File: src/rtl/hazard_ctrl_unit_if.sv
// Pipeline-to-sequencer bundle: register addresses and hazard inputs in, stage controls out.
// The master side drives the pipeline observations; the slave side is the sequencer.
interface hazard_ctrl_unit_if #(
  parameter int CNT_W = 32
);
  logic [4:0]       i_rs1_addr_D;
  logic [4:0]       i_rs2_addr_D;
  logic [4:0]       i_rs1_addr_E;
  logic [4:0]       i_rs2_addr_E;
  logic [4:0]       i_rd_addr_E;
  logic             i_rd_wren_E;
  logic [1:0]       i_wb_sel_E;
  logic [4:0]       i_rd_addr_M;
  logic             i_rd_wren_M;
  logic [4:0]       i_rd_addr_W;
  logic             i_rd_wren_W;
  logic             i_br_taken_E;
  logic             i_mc_op_E;
  logic             i_mc_done;
  logic [1:0]       o_forwardA_E;
  logic [1:0]       o_forwardB_E;
  logic             o_hold_pc;
  logic             o_hold_fd;
  logic             o_flush_fd;
  logic             o_hold_de;
  logic             o_flush_de;
  logic             o_hold_em;
  logic             o_flush_em;
  logic             o_mc_req;
  logic             o_mc_err;
  logic [CNT_W-1:0] o_stall_cnt;
  logic [CNT_W-1:0] o_flush_cnt;

  modport master (
    output i_rs1_addr_D, i_rs2_addr_D, i_rs1_addr_E, i_rs2_addr_E,
    output i_rd_addr_E, i_rd_wren_E, i_wb_sel_E,
    output i_rd_addr_M, i_rd_wren_M, i_rd_addr_W, i_rd_wren_W,
    output i_br_taken_E, i_mc_op_E, i_mc_done,
    input  o_forwardA_E, o_forwardB_E,
    input  o_hold_pc, o_hold_fd, o_flush_fd, o_hold_de, o_flush_de, o_hold_em, o_flush_em,
    input  o_mc_req, o_mc_err, o_stall_cnt, o_flush_cnt
  );

  modport slave (
    input  i_rs1_addr_D, i_rs2_addr_D, i_rs1_addr_E, i_rs2_addr_E,
    input  i_rd_addr_E, i_rd_wren_E, i_wb_sel_E,
    input  i_rd_addr_M, i_rd_wren_M, i_rd_addr_W, i_rd_wren_W,
    input  i_br_taken_E, i_mc_op_E, i_mc_done,
    output o_forwardA_E, o_forwardB_E,
    output o_hold_pc, o_hold_fd, o_flush_fd, o_hold_de, o_flush_de, o_hold_em, o_flush_em,
    output o_mc_req, o_mc_err, o_stall_cnt, o_flush_cnt
  );
endinterface

File: src/rtl/hazard_ctrl_unit.sv
// 5-stage pipeline sequencer: forwarding selects, load-use/branch hazards, multi-cycle unit scheduling.
// Controls are combinational from current inputs and state; the multi-cycle op stalls the front end until done or timeout.
module hazard_ctrl_unit #(
  parameter logic [1:0] WB_LSU     = 2'b01,
  parameter int         MC_TIMEOUT = 64,
  parameter int         CNT_W      = 32
) (
  input  logic               i_clk,
  input  logic               i_rst,
  hazard_ctrl_unit_if.slave  bus
);

  localparam int WAIT_W = (MC_TIMEOUT > 2) ? $clog2(MC_TIMEOUT) : 1;

  typedef enum logic {
    S_RUN,
    S_MC_WAIT
  } state_t;

  state_t            state_q, state_d;
  logic [WAIT_W-1:0] wait_cnt_q, wait_cnt_d;
  logic              mc_err_q, mc_err_d;
  logic [CNT_W-1:0]  stall_cnt_q, stall_cnt_d;
  logic [CNT_W-1:0]  flush_cnt_q, flush_cnt_d;

  logic       load_use;
  logic       mc_timeout;
  logic       hold_pc, hold_fd, flush_fd, hold_de, flush_de, flush_em, mc_req;
  logic [1:0] fwd_a, fwd_b;

  function automatic logic [1:0] fwd_sel(
    input logic [4:0] rs,
    input logic       wren_m,
    input logic [4:0] rd_m,
    input logic       wren_w,
    input logic [4:0] rd_w
  );
    logic [1:0] sel;
    sel = 2'b00;
    if (wren_m && (rd_m != 5'd0) && (rd_m == rs)) begin
      sel = 2'b01;
    end else if (wren_w && (rd_w != 5'd0) && (rd_w == rs)) begin
      sel = 2'b10;
    end
    return sel;
  endfunction

  assign load_use = bus.i_rd_wren_E && (bus.i_wb_sel_E == WB_LSU) && (bus.i_rd_addr_E != 5'd0) &&
                    ((bus.i_rd_addr_E == bus.i_rs1_addr_D) || (bus.i_rd_addr_E == bus.i_rs2_addr_D));

  assign mc_timeout = (wait_cnt_q == WAIT_W'(MC_TIMEOUT - 1));

  // Forwarding is forced to the regfile while reset holds the pipeline.
  always_comb begin
    fwd_a = 2'b00;
    fwd_b = 2'b00;
    if (!i_rst) begin
      fwd_a = fwd_sel(bus.i_rs1_addr_E, bus.i_rd_wren_M, bus.i_rd_addr_M, bus.i_rd_wren_W, bus.i_rd_addr_W);
      fwd_b = fwd_sel(bus.i_rs2_addr_E, bus.i_rd_wren_M, bus.i_rd_addr_M, bus.i_rd_wren_W, bus.i_rd_addr_W);
    end
  end

  always_ff @(posedge i_clk) begin
    if (i_rst) begin
      state_q     <= S_RUN;
      wait_cnt_q  <= '0;
      mc_err_q    <= 1'b0;
      stall_cnt_q <= '0;
      flush_cnt_q <= '0;
    end else begin
      state_q     <= state_d;
      wait_cnt_q  <= wait_cnt_d;
      mc_err_q    <= mc_err_d;
      stall_cnt_q <= stall_cnt_d;
      flush_cnt_q <= flush_cnt_d;
    end
  end

  always_comb begin
    state_d    = state_q;
    wait_cnt_d = wait_cnt_q;
    mc_err_d   = mc_err_q;
    case (state_q)
      S_RUN: begin
        if (bus.i_mc_op_E && !bus.i_br_taken_E) begin
          state_d    = S_MC_WAIT;
          wait_cnt_d = '0;
        end
      end
      S_MC_WAIT: begin
        // A result arriving on the timeout cycle still completes the op.
        if (bus.i_mc_done) begin
          state_d = S_RUN;
        end else if (mc_timeout) begin
          state_d  = S_RUN;
          mc_err_d = 1'b1;
        end else begin
          wait_cnt_d = wait_cnt_q + 1'b1;
        end
      end
      default: state_d = S_RUN;
    endcase
  end

  always_comb begin
    hold_pc  = 1'b0;
    hold_fd  = 1'b0;
    flush_fd = 1'b0;
    hold_de  = 1'b0;
    flush_de = 1'b0;
    flush_em = 1'b0;
    mc_req   = 1'b0;
    if (i_rst) begin
      flush_fd = 1'b1;
      flush_de = 1'b1;
      flush_em = 1'b1;
    end else begin
      case (state_q)
        S_RUN: begin
          // Branch wins over everything; a multi-cycle op in E cannot be a load, so it precedes load-use.
          if (bus.i_br_taken_E) begin
            flush_fd = 1'b1;
            flush_de = 1'b1;
          end else if (bus.i_mc_op_E) begin
            mc_req   = 1'b1;
            hold_pc  = 1'b1;
            hold_fd  = 1'b1;
            hold_de  = 1'b1;
            flush_em = 1'b1;
          end else if (load_use) begin
            hold_pc  = 1'b1;
            hold_fd  = 1'b1;
            flush_de = 1'b1;
          end
        end
        S_MC_WAIT: begin
          if (!bus.i_mc_done) begin
            if (mc_timeout) begin
              flush_de = 1'b1;
              flush_em = 1'b1;
            end else begin
              hold_pc  = 1'b1;
              hold_fd  = 1'b1;
              hold_de  = 1'b1;
              flush_em = 1'b1;
            end
          end
        end
        default: begin
          flush_em = 1'b1;
        end
      endcase
    end
  end

  always_comb begin
    stall_cnt_d = stall_cnt_q;
    flush_cnt_d = flush_cnt_q;
    if (hold_pc && !(&stall_cnt_q)) begin
      stall_cnt_d = stall_cnt_q + CNT_W'(1);
    end
    if (flush_fd && !(&flush_cnt_q)) begin
      flush_cnt_d = flush_cnt_q + CNT_W'(1);
    end
  end

  assign bus.o_forwardA_E = fwd_a;
  assign bus.o_forwardB_E = fwd_b;
  assign bus.o_hold_pc    = hold_pc;
  assign bus.o_hold_fd    = hold_fd;
  assign bus.o_flush_fd   = flush_fd;
  assign bus.o_hold_de    = hold_de;
  assign bus.o_flush_de   = flush_de;
  assign bus.o_hold_em    = 1'b0;
  assign bus.o_flush_em   = flush_em;
  assign bus.o_mc_req     = mc_req;
  assign bus.o_mc_err     = mc_err_q;
  assign bus.o_stall_cnt  = stall_cnt_q;
  assign bus.o_flush_cnt  = flush_cnt_q;

endmodule

File: src/flat_wrapper.sv
// flat-port wrapper written by rule: the top's interface ports become plain ports
module hazard_ctrl_unit_flat 
#(
  parameter logic [1:0] WB_LSU     = 2'b01,
  parameter int         MC_TIMEOUT = 64,
  parameter int         CNT_W      = 32
)
  (i_clk, i_rst, bus_i_rs1_addr_D, bus_i_rs2_addr_D, bus_i_rs1_addr_E, bus_i_rs2_addr_E, bus_i_rd_addr_E, bus_i_rd_wren_E, bus_i_wb_sel_E, bus_i_rd_addr_M, bus_i_rd_wren_M, bus_i_rd_addr_W, bus_i_rd_wren_W, bus_i_br_taken_E, bus_i_mc_op_E, bus_i_mc_done, bus_o_forwardA_E, bus_o_forwardB_E, bus_o_hold_pc, bus_o_hold_fd, bus_o_flush_fd, bus_o_hold_de, bus_o_flush_de, bus_o_hold_em, bus_o_flush_em, bus_o_mc_req, bus_o_mc_err, bus_o_stall_cnt, bus_o_flush_cnt);
  hazard_ctrl_unit_if #(.CNT_W(CNT_W)) bus_i ();
  input  logic i_clk;
  input  logic i_rst;
  input wire logic [$bits(bus_i.i_rs1_addr_D)-1:0] bus_i_rs1_addr_D;
  input wire logic [$bits(bus_i.i_rs2_addr_D)-1:0] bus_i_rs2_addr_D;
  input wire logic [$bits(bus_i.i_rs1_addr_E)-1:0] bus_i_rs1_addr_E;
  input wire logic [$bits(bus_i.i_rs2_addr_E)-1:0] bus_i_rs2_addr_E;
  input wire logic [$bits(bus_i.i_rd_addr_E)-1:0] bus_i_rd_addr_E;
  input wire logic [$bits(bus_i.i_rd_wren_E)-1:0] bus_i_rd_wren_E;
  input wire logic [$bits(bus_i.i_wb_sel_E)-1:0] bus_i_wb_sel_E;
  input wire logic [$bits(bus_i.i_rd_addr_M)-1:0] bus_i_rd_addr_M;
  input wire logic [$bits(bus_i.i_rd_wren_M)-1:0] bus_i_rd_wren_M;
  input wire logic [$bits(bus_i.i_rd_addr_W)-1:0] bus_i_rd_addr_W;
  input wire logic [$bits(bus_i.i_rd_wren_W)-1:0] bus_i_rd_wren_W;
  input wire logic [$bits(bus_i.i_br_taken_E)-1:0] bus_i_br_taken_E;
  input wire logic [$bits(bus_i.i_mc_op_E)-1:0] bus_i_mc_op_E;
  input wire logic [$bits(bus_i.i_mc_done)-1:0] bus_i_mc_done;
  output wire logic [$bits(bus_i.o_forwardA_E)-1:0] bus_o_forwardA_E;
  output wire logic [$bits(bus_i.o_forwardB_E)-1:0] bus_o_forwardB_E;
  output wire logic [$bits(bus_i.o_hold_pc)-1:0] bus_o_hold_pc;
  output wire logic [$bits(bus_i.o_hold_fd)-1:0] bus_o_hold_fd;
  output wire logic [$bits(bus_i.o_flush_fd)-1:0] bus_o_flush_fd;
  output wire logic [$bits(bus_i.o_hold_de)-1:0] bus_o_hold_de;
  output wire logic [$bits(bus_i.o_flush_de)-1:0] bus_o_flush_de;
  output wire logic [$bits(bus_i.o_hold_em)-1:0] bus_o_hold_em;
  output wire logic [$bits(bus_i.o_flush_em)-1:0] bus_o_flush_em;
  output wire logic [$bits(bus_i.o_mc_req)-1:0] bus_o_mc_req;
  output wire logic [$bits(bus_i.o_mc_err)-1:0] bus_o_mc_err;
  output wire logic [$bits(bus_i.o_stall_cnt)-1:0] bus_o_stall_cnt;
  output wire logic [$bits(bus_i.o_flush_cnt)-1:0] bus_o_flush_cnt;
  assign bus_i.i_rs1_addr_D = bus_i_rs1_addr_D;
  assign bus_i.i_rs2_addr_D = bus_i_rs2_addr_D;
  assign bus_i.i_rs1_addr_E = bus_i_rs1_addr_E;
  assign bus_i.i_rs2_addr_E = bus_i_rs2_addr_E;
  assign bus_i.i_rd_addr_E = bus_i_rd_addr_E;
  assign bus_i.i_rd_wren_E = bus_i_rd_wren_E;
  assign bus_i.i_wb_sel_E = bus_i_wb_sel_E;
  assign bus_i.i_rd_addr_M = bus_i_rd_addr_M;
  assign bus_i.i_rd_wren_M = bus_i_rd_wren_M;
  assign bus_i.i_rd_addr_W = bus_i_rd_addr_W;
  assign bus_i.i_rd_wren_W = bus_i_rd_wren_W;
  assign bus_i.i_br_taken_E = bus_i_br_taken_E;
  assign bus_i.i_mc_op_E = bus_i_mc_op_E;
  assign bus_i.i_mc_done = bus_i_mc_done;
  assign bus_o_forwardA_E = bus_i.o_forwardA_E;
  assign bus_o_forwardB_E = bus_i.o_forwardB_E;
  assign bus_o_hold_pc = bus_i.o_hold_pc;
  assign bus_o_hold_fd = bus_i.o_hold_fd;
  assign bus_o_flush_fd = bus_i.o_flush_fd;
  assign bus_o_hold_de = bus_i.o_hold_de;
  assign bus_o_flush_de = bus_i.o_flush_de;
  assign bus_o_hold_em = bus_i.o_hold_em;
  assign bus_o_flush_em = bus_i.o_flush_em;
  assign bus_o_mc_req = bus_i.o_mc_req;
  assign bus_o_mc_err = bus_i.o_mc_err;
  assign bus_o_stall_cnt = bus_i.o_stall_cnt;
  assign bus_o_flush_cnt = bus_i.o_flush_cnt;
  hazard_ctrl_unit #(.WB_LSU(WB_LSU), .MC_TIMEOUT(MC_TIMEOUT), .CNT_W(CNT_W)) u_core (.i_clk(i_clk), .i_rst(i_rst), .bus(bus_i));
endmodule
File: config.mk
export PLATFORM = sky130hd
export DESIGN_NAME = hazard_ctrl_unit_flat
export DESIGN_NICKNAME = d
export VERILOG_FILES = /design/src/rtl/hazard_ctrl_unit_if.sv /design/src/rtl/hazard_ctrl_unit.sv /design/src/flat_wrapper.sv
export SDC_FILE = /design/constraint.sdc
export NUM_CORES = 1
export LEC_CHECK = 0
export ABC_CLOCK_PERIOD_IN_PS = 2750
export CAP_MARGIN = 0
export CORE_UTILIZATION = 52
export DETAILED_ROUTE_END_ITERATION = 7
export DONT_BUFFER_PORTS = 1
export GPL_ROUTABILITY_DRIVEN = 0
export PLACE_DENSITY = 0.66
export SYNTH_ARGS = -nofsm -noshare
export SYNTH_HDL_FRONTEND = slang
export SYNTH_SLANG_ARGS = --single-unit
File: constraint.sdc
create_clock -name i_clk -period 2.75 [get_ports i_clk]
set_input_delay 0.55 -clock i_clk [delete_from_list [all_inputs] [get_ports i_clk]]
set_output_delay 0.55 -clock i_clk [all_outputs]
set_load 0.02 [all_outputs]
Word-level counts from Yosys, hierarchy flattened
Index checks and enable logic that the tools add are counted.
{"block": "word_totals", "in_bits": 45, "register_bits": 72, "output_inout_bits": 77, "wordCells": 81}
{"block": "classes", "reduce_logical": 23, "n_mux": 37, "add_sub_neg": 3, "bitwise_logic": 2, "n_eq_ne": 11}
{"operator": "adder 32 x 1 -> 32 bit (second input constant)", "n": 2}
{"operator": "AND reduction 32 bit", "n": 2}
{"operator": "== test 5 bit", "n": 6}
{"operator": "two-way mux 1 bit", "n": 22}
{"operator": "two-way mux 6 bit", "n": 3}
{"operator": "nonzero test 5 bit", "n": 3}
{"operator": "logical AND 1 bit", "n": 12}
{"operator": "two-way mux 2 bit", "n": 6}
{"operator": "one-hot mux 6 bit (2 select lines)", "n": 1}
{"operator": "one-hot mux 1 bit (2 select lines)", "n": 5}
{"operator": "adder 6 x 1 -> 6 bit (second input constant)", "n": 1}
{"operator": "== test 6 bit (second input constant)", "n": 1}
{"operator": "AND reduction 3 bit", "n": 2}
{"operator": "inequality test 2 bit (second input constant)", "n": 2}
{"operator": "logical NOT 1 bit", "n": 3}
{"operator": "== test 2 x 1 -> 1 bit (second input constant)", "n": 1}
{"operator": "inequality test 2 x 1 -> 1 bit (second input constant)", "n": 1}
{"operator": "NOT 1 bit", "n": 2}
{"operator": "logical OR 1 bit", "n": 1}

Longest topological paths before layout
{"block": "logic_depth", "depth_word": 10, "mapped_depth": 9}

Worst setup path before layout
Ideal clock, no wire load.
{"block": "synth_timing", "kind": "input-to-output", "start": "input bus_i_rd_addr_M[0]", "end": "output bus_o_forwardB_E[1]", "t_arrival_ns": 2.188, "setup_slack_ns": 0.012, "cell_stages": 4, "cell_sequence": "or4_1 o21ai_0 nor3_1 nor4_1"}
{"block": "synth_via", "elab_chain_cells": 5, "word_cells_on_any_way": 6, "cone_classes": "1 x eq/ne; 2 x mux; 3 x reduce/logical"}
{"item": "start, declared", "line": "flat_wrapper.sv:19", "source": "input wire logic [$bits(bus_i.i_rd_addr_M)-1:0] bus_i_rd_addr_M;"}
{"item": "nonzero test 5 bit", "line": "hazard_ctrl_unit.sv:40", "source": "if (wren_m && (rd_m != 5'd0) && (rd_m == rs)) begin"}
{"item": "logical AND 1 bit", "line": "hazard_ctrl_unit.sv:40"}
{"item": "logical AND 1 bit *", "line": "hazard_ctrl_unit.sv:40"}
{"item": "two-way mux 2 bit *", "line": "hazard_ctrl_unit.sv:40"}
{"item": "two-way mux 2 bit *", "line": "hazard_ctrl_unit.sv:57", "source": "if (!i_rst) begin"}
{"item": "end, declared", "line": "flat_wrapper.sv:27", "source": "output wire logic [$bits(bus_i.o_forwardB_E)-1:0] bus_o_forwardB_E;"}
Every way passes the cells marked *; elsewhere a longest branch is shown, timed or not.

Worst setup path in the final report
{"block": "layout_timing", "start": "register u_core.state_q", "end": "output bus_o_hold_pc"}
{"block": "layout_via", "elab_chain_cells": 3}
{"item": "start, declared", "line": "hazard_ctrl_unit.sv:20", "source": "state_t state_q, state_d;"}
{"item": "start signal, assigned", "line": "hazard_ctrl_unit.sv:71", "source": "state_q <= state_d;"}
{"item": "NOT 1 bit"}
{"item": "one-hot mux 1 bit (2 select lines) *"}
{"item": "two-way mux 1 bit *"}
{"item": "end, declared", "line": "flat_wrapper.sv:28", "source": "output wire logic [$bits(bus_i.o_hold_pc)-1:0] bus_o_hold_pc;"}
Marks and branches as above.

==> metrics.txt <==
Port Buffers 0; # setup viols final 0; PnR worst setup slack 249 ps; area added between synthesis and finish 9.65%; Post-CTS Resized 0; Routed Antenna Nets 0; Hold Path Depth 1; nets 560; row cnt 32; R2R setup slack 310 ps; Peak VDD IR 0.000228 V; Main synth FF type dfxtp_1; Netlist cell types 64; min Tclk post-route 2500 ps; final hold vios 0; placed cell count 603; Hold Path Class in2reg; WL final 9.37 mm; via count 3702; Slew Viols, Final 0; clock latency on the worst-skew pair 330 ps; Synth area leader dfxtp_1; clock transition at the registers of the reported paths 80 ps; first-pass GRT wire length 15.7 mm; Post-Syn Area 4120 um^2; reg2reg start u_core.wait_cnt_q[0]; worst reg-to-reg path cell count 7; number of global-route vias before repair 3567; Final period util 90.9%; fmax 400 MHz; core area 7690 um^2; wire length per cell 15.1 um; CTS Buffer Depth 2; die height 91.0 um; Synth Instances 493; worst hold start i_rst; root buf cell clkbuf_8; #FFs+latches synth 72; Worst Hold End u_core.bus.o_stall_cnt[20]; CTS tree yes; WS Path Type reg2out; register area share after synthesis 35.0%; filler instances 734; worst clock skew 12.3 ps; largest net degree at the start of global routing 86; Worst Path Arrival 1950 ps; most area-consuming cells after synthesis dfxtp_1 (35%), xnor2_1 (7.9%), nor2_1 (5.0%), xor2_1 (4.5%), a21oi_1 (4.4%); worst slack, placed 263 ps; post-synth top area share 35.0%; total CTS buffers 9; Setup TNS 0 ps; worst-margin pin slew 927 ps; Placement Cell Area 4330 um^2; antenna diode instance count 0; P_leak 1.53 nW; PD cells 449 nW/um^2; first-pass iteration count of the detailed router 4; Initial Utilization 53.6%; # clock sinks 72; number of enable flip-flop cells after synthesis 0; Avg Inst Size Synth 8.36 um^2; antenna violations before repair 0; RSZ-0062 raised after global routing false; Synth Net Count 541; crit path max fanout 8; die area 8290 um^2; Post-synth ARST share 0%; DR iter-0 viols 163; final std cells w/o fill 619; CP required 2200 ps; status finished, final reports clean; Via density 5.98; Max H-tree Level 3; Layout Utilization 58.8%; grt total ovfl 0; FF-to-FF End u_core.bus.o_stall_cnt[11]; io pins 122; Setup crit end kind primary output; GRT Overall Usage 22.7%; Hold-fix buffers, CTS 0; Finished Cell Area 4520 um^2; max_cap viols 0; # DRC 0; Rel. slew slack 37.7%; Critical Path Start Type flop; share of layout cells above drive strength 1 13.0%; total setup buffers inserted after CTS 0; die outline width 91.0 um; Detail Placement HPWL 6.86 mm; Synth Warn # 0
-- stage by stage --
stage               hold slack (ps)  power (mW)
finish                          281        2.03
floorplan                       481        1.24
global placement                505        1.24
detailed placement              528        1.25
CTS                             262        2.05
global route                    252        2.11
-- cell usage in the layout, fill, tap and decap left out, types with 16 or more instances in the layout --
cell,instances
dfxtp_1,72
xnor2_1,37
xor2_1,21
a21oi_1,36
nand2_1,25
o21ai_0,16
nand3_1,26
buf_4,26
nor2_1,55
or4_1,16
-- worst max-delay path, stage by stage (launching register included) --
cell and delay (ps):
dfxtp_1 350, or3b_4 420, nand2_1 200, nand2_2 150
o21ai_1 120, nor2b_1 170, buf_4 200
-- state kept, by name, summed over array words and instances (netlist names) --
name / flops
u_core.wait_cnt_q: 6
u_core.state_q: 1
u_core.bus.o_stall_cnt: 32
u_core.bus.o_flush_cnt: 32
u_core.bus.o_mc_err: 1
-- worst max-delay path by stage --
stage | from | endpoint | slack [ps] | depth (start not counted)
2_1_floorplan | bus_i_rd_addr_M[0] | bus_o_forwardB_E[1] | 10 | 4
3_3_place_gp | bus_i_rd_addr_E[0] | u_core.bus.o_stall_cnt[15] | 320 | 6
3_5_place_dp | bus_i_rd_addr_E[0] | u_core.bus.o_stall_cnt[15] | 260 | 6
4_1_cts | u_core.state_q | bus_o_hold_pc | 140 | 6
5_1_grt | u_core.state_q | bus_o_hold_pc | 60 | 6
6_report | u_core.state_q | bus_o_hold_pc | 250 | 6
-- area by class of cell --
cell class                      instances  area [um^2]  share of cell area (%)
Clock inverter                          7         62.6                    1.38
Timing Repair Buffer                   26          195                    4.32
Multi-Input combinational cell        391         2520                    55.8
Clock buffer                            9          124                    2.74
Inverter                               12         45.0                   0.997
Tap cell                              102          128                    2.82
Sequential cell                        72         1440                    31.9
-- power by group --
group / switching, mW / internal, mW
Sequential: 0.0108 / 1.05
Clock: 0.393 / 0.411
Combinational: 0.0908 / 0.0726
-- cells in the mapped netlist, drive strengths merged (4+ instances only) --
cell,count
nor4b,5
nand2b,6
o21ai,22
o31ai,11
and3,13
nor3,15
a31o,5
and4,8
nand2,26
or4,16
xor2,21
xnor2,37
and2,6
nor2b,4
clkbuf,7
dfxtp,72
or3,15
nand3,26
a21oi,36
nand4,17
inv,12
buf,11
nor2,55
nor4,11
-- layer usage --
metal / vias up / track usage [%] / share of wire, %
met5: - / 0 / 0
met4: 0 / 6.48 / 0.61
met3: 7 / 7.04 / 7.1
met2: 105 / 39.6 / 49
met1: 1755 / 26.7 / 43
li1: 1835 / - / -
-- cells by family after synthesis --
kind of cell    share of synthesized area, %
simple gates                            33.8
compound gates                          13.5
flops                                   35.0
xor+xnor                                12.3
buf+inv                                 3.86
fa+ha+maj                              0.911
mux                                    0.546
other cells                           0.0910
Note: power is estimated with default switching activity, not from simulation.
